## config.mk

```make
export PLATFORM = sky130hd
export DESIGN_NAME = instr_fetch_queue
export DESIGN_NICKNAME = d
export VERILOG_FILES = /design/src/rtl/instr_fetch_queue.sv
export SDC_FILE = /design/constraint.sdc
export NUM_CORES = 1
export LEC_CHECK = 0
export ABC_CLOCK_PERIOD_IN_PS = 3400
export CORE_ASPECT_RATIO = 0.6
export CORE_MARGIN = 5
export CORE_UTILIZATION = 39
export DETAILED_ROUTE_END_ITERATION = 8
export PLACE_DENSITY_LB_ADDON = 0.15
export SYNTH_ARGS = -nofsm -noshare
export SYNTH_HDL_FRONTEND = slang
export SYNTH_SLANG_ARGS = --single-unit
```

## constraint.sdc

```tcl
create_clock -name clock -period 3.4 [get_ports clock]
set_clock_uncertainty 0.2 [all_clocks]
set_input_delay 0.51 -clock clock [delete_from_list [all_inputs] [get_ports clock]]
set_output_delay 0.51 -clock clock [all_outputs]
set_load 0.005 [all_outputs]
```

## src/rtl/instr_fetch_queue.sv

```systemverilog
// instr_fetch_queue: fetch PC generator, imem req/ack, IR/PC queue to decode.
// Define FETCH_BYPASS_EN to let an empty-queue ack reach ir in the same cycle.
module instr_fetch_queue #(
  parameter int          DEPTH    = 4,
  parameter logic [15:0] RESET_PC = 16'h0000,
  parameter int          PC_INC   = 4
) (
  input  logic        clock,
  input  logic        reset_n,
  output logic        imem_req,
  output logic [15:0] imem_addr,
  input  logic        imem_ack,
  input  logic [15:0] imem_rdata,
  input  logic        redirect,
  input  logic [15:0] redirect_pc,
  output logic        ir_valid,
  input  logic        ir_ready,
  output logic [15:0] ir,
  output logic [15:0] ir_pc
);

  localparam int            AW   = $clog2(DEPTH);
  localparam int            CW   = AW + 1;
  localparam logic [CW-1:0] FULL = CW'(DEPTH);
  localparam logic [15:0]   INC  = 16'(PC_INC);
  localparam logic [AW-1:0] ONE  = AW'(1);

  typedef enum logic [1:0] {
    IDLE,
    REQ,
    DROP
  } state_t;

  state_t        state;
  logic [15:0]   fetch_pc;
  logic [15:0]   hold_addr;
  logic [CW-1:0] count;
  logic [CW-1:0] count_nx;
  logic [AW-1:0] rd_ptr;
  logic [AW-1:0] wr_ptr;
  logic [15:0]   ir_mem [DEPTH];
  logic [15:0]   pc_mem [DEPTH];

  logic push;
  logic pop;
  logic byp;
  logic wr_en;
  logic rd_adv;
  logic space;

  assign imem_req  = (state == REQ) || (state == DROP);
  // A dropped request must keep its old address while fetch_pc moves on.
  assign imem_addr = (state == DROP) ? hold_addr : fetch_pc;

  assign push = imem_ack && (state == REQ) && !redirect;

`ifdef FETCH_BYPASS_EN
  assign byp = push && (count == '0);
`else
  assign byp = 1'b0;
`endif

  assign ir_valid = (count != '0) || byp;
  assign pop      = ir_valid && ir_ready && !redirect;
  assign wr_en    = push && !(byp && ir_ready);
  assign rd_adv   = pop && !byp;
  assign count_nx = redirect ? '0
                  : count + CW'(wr_en) - CW'(rd_adv);
  assign space    = count_nx < FULL;

  always_comb begin
    ir    = 16'h0000;
    ir_pc = 16'h0000;
    unique case (1'b1)
      byp: begin
        ir    = imem_rdata;
        ir_pc = imem_addr;
      end
      (count != '0): begin
        ir    = ir_mem[rd_ptr];
        ir_pc = pc_mem[rd_ptr];
      end
      default: ;
    endcase
  end

  always_ff @(posedge clock) begin
    if (wr_en) begin
      ir_mem[wr_ptr] <= imem_rdata;
      pc_mem[wr_ptr] <= fetch_pc;
    end
  end

  always_ff @(posedge clock or negedge reset_n) begin
    if (!reset_n) begin
      state     <= IDLE;
      fetch_pc  <= RESET_PC;
      hold_addr <= RESET_PC;
      count     <= '0;
      rd_ptr    <= '0;
      wr_ptr    <= '0;
    end else begin
      count <= count_nx;
      if (redirect) begin
        rd_ptr <= '0;
        wr_ptr <= '0;
      end else begin
        if (wr_en)  wr_ptr <= wr_ptr + ONE;
        if (rd_adv) rd_ptr <= rd_ptr + ONE;
      end
      unique case (state)
        IDLE: begin
          if (redirect) fetch_pc <= redirect_pc;
          if (space)    state    <= REQ;
        end
        REQ: begin
          if (imem_ack) begin
            fetch_pc <= redirect ? redirect_pc
                                 : fetch_pc + INC;
            state    <= space ? REQ : IDLE;
          end else if (redirect) begin
            fetch_pc  <= redirect_pc;
            hold_addr <= fetch_pc;
            state     <= DROP;
          end
        end
        DROP: begin
          if (redirect) fetch_pc <= redirect_pc;
          if (imem_ack) state    <= REQ;
        end
        default: state <= IDLE;
      endcase
    end
  end

endmodule
```

==> flow_metrics.py, run 1 <==
metrics = {
    "outcome": {
        "status": "finished clean",
    },
    "die": {
        "dieArea_mm2": 0.02145,
        "die_w_um": 185.8,
        "start_util": 0.3991,
        "fp.coreArea_mm2": 0.01811,
        "num_rows": 38,
        "die_y_um": 115.5,
        "io_pins": 87,
    },
    "setup_path": {
        "cp_top_family": "adder cells",
        "worst_setup_path_start_kind": "flop",
        "crit_required_ns": 3.50,
        "crit_buf_inv": 4,
        "path_cells": "inv_1 > ha_1 > nand2_1 > nor2_1 > inv_1 > ha_1 > inv_1 > ha_1 > inv_1 > fa_1 > xnor3_1 > nor2_1 > a2bb2oi_1 > mux2_2",
        "end_kind": "flop",
        "cp_slowest_cell": "dfrtp_1",
        "cp_data_arrival_time_ns": 3.31,
        "critPathMaxStageDelay_ns": 0.41,
        "critical_path_class": "reg -> reg",
        "cp_common_cell": "inv_1",
        "crit_fanout": 5,
    },
    "placement": {
        "placedCellCount": 762,
        "numPortBuffers": 86,
        "gp_congestion": 0.7970,
        "hpwl_mm": 9.748,
    },
    "synth": {
        "syn-instance-count": 448,
        "syn-cell-area_mm2": 0.007229,
        "synth_area_leaders": "edfxtp_1, dfrtp_1, mux4_2",
        "synth_cell_type_count": 43,
        "syn_area_per_cell_um2": 16.14,
        "synth.top_cell.area_share": 0.5317,
        "ys_seq_area_frac": 0.6736,
        "syn_nets": 497,
        "yosys.area.top_type": "edfxtp_1",
        "yosysWarningCount": 0,
        "ys_ff_latch": 169,
    },
    "finish": {
        "fillers": 1498,
        "fin_nets": 590,
        "num_antenna_cells": 0,
        "syn2layout_area_growth_pct": 24.90,
        "final_cells": 794,
        "final_util": 0.4985,
        "layout-drive-gt1-share": 0.2094,
    },
    "timing": {
        "rsz0062_at_grt": "false",
        "fmax_mhz": 311.5,
        "worst_pin_slew_ns": 0.9770,
        "setup_violations": 0,
        "maxSlewHeadroom": 0.3487,
        "hold_violations": 0,
        "final_max_slew_viol_count": 0,
        "post-route-period-util": 0.9442,
        "fin_crit_ns": 3.210,
    },
    "clocking": {
        "htreeDepth": 4,
        "cts_root_buf": "clkbuf_16",
        "ctsLongestPathBuffers": 2,
        "clk_pin_slew_worst_paths_ns": 0.07,
        "post_cts.repair.setup_buffers": 0,
        "cts_buffers": 17,
        "cts_tree": "yes",
        "clk_latency_ns": 0.41,
        "clock-sinks": 169,
    },
    "global_route": {
        "grt_start_max_net_pins": 42,
        "grt_usage": 0.1474,
        "grt_pass1_vias": 4256,
        "antenna_found_initial": 0,
        "grt_pass1_wl_mm": 23.78,
        "gr-total-overflow": 0,
    },
    "worst_hold_path": {
        "hold_class": "in -> async",
    },
    "drt": {
        "vias": 4096,
        "drc_errors": 0,
        "via_per_inst": 5.159,
        "routed_wl_mm": 15.22,
        "first_pass_iters": 4,
        "drt_iter0_drc": 282,
        "ant_nets": 0,
        "wire_per_inst_um": 19.17,
    },
    "power_and_ir_drop": {
        "vdd_ir_drop_max_mv": 0.4856,
        "power_leakage_nw": 3.164,
        "powerDensity_mw_per_mm2": 771.9,
    },
    "run": {
        "cap_violations": 0,
    },
}
-- routing by layer --
metal  share of wire  wire length (um)  vias up  track usage
met5               0                 0        -            0
met4          0.0037                56        0      0.04706
met3           0.070              1065        4      0.03419
met2            0.46              7016      106       0.2251
met1            0.47              7083     2084       0.2124
li1                -                 -     1902            -
-- per-stage QoR --
stage	worst slack (ns)	power (mW)	hold slack, ns	area, um2	TNS [ns]
3_5_place_dp	-0.02735	5.141	0.2712	8419	-0.02735
3_3_place_gp	0.07807	5.098	0.2653	8419	0
4_1_cts	0.1897	7.083	0.07630	9030	0
6_report	0.1898	6.970	0.05147	9030	0
5_1_grt	0.006929	7.392	0.1350	9030	0
2_1_floorplan	0.3043	4.029	0.01441	7229	0
-- kinds of logic after synthesis --
family	count (synthesis)	share of synthesized area
mux	65	0.1502
flops	169	0.6736
compound gates	45	0.04015
buf+inv	41	0.02250
xor+xnor	4	0.006750
simple gates	112	0.08498
fa+ha+maj	12	0.02181
-- Yosys cell counts (all sizes together) --
cell and count:
nor2b 2, o21ai 12, a2111oi 1, and2 37
nor2 12, a21o 1, a22oi 8, and4 1
inv 14, and3 1, or3 5, clkbuf 19
nor3 8, edfxtp 128, nand2b 1, fa 1
nand4bb 1, xnor3 1, buf 8, nand4 3
nand2 26, o22ai 6, ha 11, mux4 32
dfrtp 41, a2bb2oi 3, nor4 2, xnor2 1
a41o 1, o211ai 1, o21bai 1, nand3 10
mux2i 5, or3b 1, xor2 2, a21oi 9
mux2 28, a311o 2, nand3b 2
-- cells in the final DEF, fill, tap and decap left out, types with 12 or more instances in the layout --
master           netlist  final
and2_1                37     33
buf_4                  0     13
clkbuf_16              0     20
clkdlybuf4s50_1        0     85
dfrtp_1               41     40
edfxtp_1             128    128
inv_1                 14     14
mux2_2                28     28
mux4_2                32     32
nand2_1               26     26
nor2_1                12     12
-- flip-flops by register name (all words and copies together), names as in the netlist --
register	cells
hold_addr	16
rd_ptr	2
fetch_pc	16
pc_mem	64
ir_mem	64
state	2
count	3
wr_ptr	2
-- timing repair --
action / in CTS / in global routing
hold buffers: 0 / 0
gates resized for setup: 1 / 0
setup endpoints to repair: 1 / 0
-- layout make-up --
class	count	area (um2)	area share
Clock buffer	22	518.0	0.05736
Clock inverter	10	90.09	0.009976
Inverter	14	52.55	0.005820
Multi-Input combinational cell	238	2205	0.2441
Sequential cell	169	4871	0.5394
Tap cell	240	300.3	0.03325
Timing Repair Buffer	101	993.5	0.1100
-- where the power goes --
group	internal, mW	leakage [nW]	switching [mW]	total, mW
Clock	1.11	0.294	0.806	1.92
Sequential	2.57	1.65	0.281	2.85
Combinational	1.28	1.22	0.924	2.21
Total	4.96	3.16	2.01	6.97
-- worst paths after layout --
check	cells after the start	slack (ns)	from	end
max in group asynchronous	1	2.29	reset_n	rd_ptr[0]
max	14	0.19	state[1]	state[0]
max reg2reg	14	0.19	state[1]	state[0]
min reg2reg	2	0.29	hold_addr[14]	hold_addr[14]
min in group clock	2	0.29	hold_addr[14]	hold_addr[14]
min	1	0.05	reset_n	hold_addr[13]
No activity file was read; power rests on OpenSTA's default activity.
==> inputs of run 2 (changes only) <==
--- a/config.mk
+++ b/config.mk
@@ -6,10 +6,11 @@
 export NUM_CORES = 1
 export LEC_CHECK = 0
 export ABC_CLOCK_PERIOD_IN_PS = 3400
-export CORE_ASPECT_RATIO = 0.6
+export CAP_MARGIN = 20
 export CORE_MARGIN = 5
 export CORE_UTILIZATION = 39
 export DETAILED_ROUTE_END_ITERATION = 8
+export GPL_TIMING_DRIVEN = 0
 export PLACE_DENSITY_LB_ADDON = 0.15
 export SYNTH_ARGS = -nofsm -noshare
 export SYNTH_HDL_FRONTEND = slang
==> run 2 against run 1 <==
Against the previous run: sequential power is essentially flat; first-iteration DRC count grew 5.7%; cell area grew 0.97%; clock power is essentially flat; setup slack lost 0.052 ns; non-clock buffer count grew 17; global-route usage shrank 0.094 points; maximum frequency shrank 1.6%.
==> flow_metrics.py, run 2 (same netlist as run 1, synthesis figures left out) <==
metrics = {
    "drt": {
        "routed_wl_mm": 15.05,
        "ant_nets": 0,
        "via_per_inst": 5.215,
        "vias": 4172,
        "wire_per_inst_um": 18.82,
        "first_pass_iters": 4,
        "drc_errors": 0,
        "drt_iter0_drc": 298,
    },
    "outcome": {
        "status": "finished clean",
    },
    "setup_path": {
        "worstRegToRegCells": 12,
        "startpoint": "imem_ack",
        "cp_data_arrival_time_ns": 3.37,
        "reg2reg_from": "count[1]",
        "end_kind": "flop",
        "crit_fanout": 8,
        "critical_path_class": "in -> reg",
        "r2r_end": "state[0]",
        "crit_required_ns": 3.51,
        "regToRegSetupSlack_ns": 0.21,
        "worst_setup_path_start_kind": "input pin",
        "worstSetupEndpoint": "state[0]",
    },
    "global_route": {
        "grt_pass1_wl_mm": 24.38,
        "grt_pass1_vias": 4525,
        "antenna_found_initial": 0,
        "grt_start_max_net_pins": 36,
        "gr-total-overflow": 0,
        "grt_usage": 0.1465,
    },
    "timing": {
        "worst_pin_slew_ns": 0.7723,
        "maxSlewHeadroom": 0.4832,
        "hold_violations": 0,
        "setup_violations": 0,
        "fin_crit_ns": 3.262,
        "whs_ns": 0.2642,
        "fmax_mhz": 306.5,
        "final_max_slew_viol_count": 0,
        "post-route-period-util": 0.9595,
        "finalSetupTns_ns": 0,
    },
    "clocking": {
        "clock-sinks": 169,
        "clk_latency_ns": 0.42,
        "cts_root_buf": "clkbuf_16",
        "cts_buffers": 17,
        "ctsLongestPathBuffers": 2,
        "clk_pin_slew_worst_paths_ns": 0.06,
        "htreeDepth": 4,
        "post_cts.repair.setup_buffers": 0,
        "cts_tree": "yes",
    },
    "finish": {
        "syn2layout_area_growth_pct": 26.12,
        "reg_top3": "ir_mem: 64 flops, pc_mem: 64 flops",
        "multi_input_area_mm2": 0.002220,
        "num_antenna_cells": 0,
        "final_common_cell": "edfxtp_1",
        "fin_nets": 607,
        "fillers": 1498,
        "seqCellArea_mm2": 0.004870,
        "final_cell_mix": "edfxtp_1, clkdlybuf4s50_1, dfrtp_1",
        "final_cells": 800,
        "layout-drive-gt1-share": 0.2119,
    },
    "placement": {
        "hpwl_mm": 10.15,
        "placedCellCount": 768,
        "numPortBuffers": 86,
        "gp_congestion": 0.7511,
    },
    "power_and_ir_drop": {
        "powerDensity_mw_per_mm2": 766.3,
        "vdd_ir_drop_max_mv": 0.4099,
        "power_leakage_nw": 3.208,
    },
    "worst_hold_path": {
        "hold_class": "in -> async",
    },
    "die": {
        "start_util": 0.3997,
        "io_pins": 87,
        "die_y_um": 146.2,
        "dieArea_mm2": 0.02136,
        "die_w_um": 146.2,
        "fp.coreArea_mm2": 0.01809,
        "num_rows": 49,
    },
    "run": {
        "cap_violations": 0,
    },
}
==> run 2: cell types whose count changed in the layout (fill, tap and decap cells not counted), sizes merged <==
cell           previous run  this run
clkdlybuf4s50            85        84
clkbuf                   22        38
dlygate4sd3               0         1
clkinv                    2         3
bufinv                    0         2
inv                      20        22
buf                      16        12
clkinvlp                  2         1
dlymetal6s2s              0         1
==> run 2: critical path, stage by stage <==
cell and delay (ns):
clkdlybuf4s50_1 0.69, nand2_2 0.18, nor2_4 0.15, inv_1 0.05
ha_1 0.26, inv_1 0.06, ha_1 0.12, inv_1 0.04
fa_1 0.37, xnor3_1 0.22, nor2_1 0.09, a2bb2oi_1 0.25
mux2_2 0.36
==> run 2: how the worst min path moves through the flow <==
stage	startpoint	end	slack, ns	depth (start not counted)
floorplan	reset_n	count[0]	0.01	0
global placement	hold_addr[5]	hold_addr[5]	0.26	2
detailed placement	reset_n	hold_addr[12]	0.17	1
CTS	reset_n	hold_addr[12]	0.26	2
global route	reset_n	fetch_pc[11]	0.28	2
finish	reset_n	fetch_pc[11]	0.26	2
==> run 2: layer usage <==
metal / routed length (um) / part of all wire / up-vias / global-route usage
li1: - / - / 1939 / -
met1: 6594 / 0.44 / 2098 / 0.1837
met2: 7441 / 0.49 / 114 / 0.2452
met3: 778 / 0.052 / 21 / 0.04183
met4: 238 / 0.016 / 0 / 0.04986
met5: 0 / 0 / - / 0
==> run 2: stage by stage <==
step	worst slack (ns)	util	power, mW	instance area, um2
after floorplan	0.3043	-	4.029	7229
after detailed placement	-0.8858	0.4687	5.119	8477
final	0.1378	0.5041	6.987	9117
after global placement	-0.8221	0.4632	5.068	8377
after CTS	0.003754	0.5028	7.068	9094
after global routing	-0.02099	0.5041	7.409	9117
==> run 2: cell type report <==
type,count,share of cell area
clock buffer,18,0.04817
inverter,14,0.005764
multi-input combinational,238,0.2434
clock inverter,14,0.01715
tap,229,0.03143
sequential,169,0.5341
buffer,26,0.01372
timing repair buffer,92,0.1062
==> run 2: timing repair <==
action | CTS | global route
gates resized for setup | 7 | 10
hold buffers | 1 | 0
endpoints found under the setup margin | 20 | 23
endpoints found under the hold margin | 41 | 0
==> run 2: report_power, final <==
part | total, mW | internal (mW) | switching, mW
combinational | 2.24 | 1.29 | 0.955
clock | 1.93 | 1.12 | 0.810
sequential | 2.82 | 2.56 | 0.251
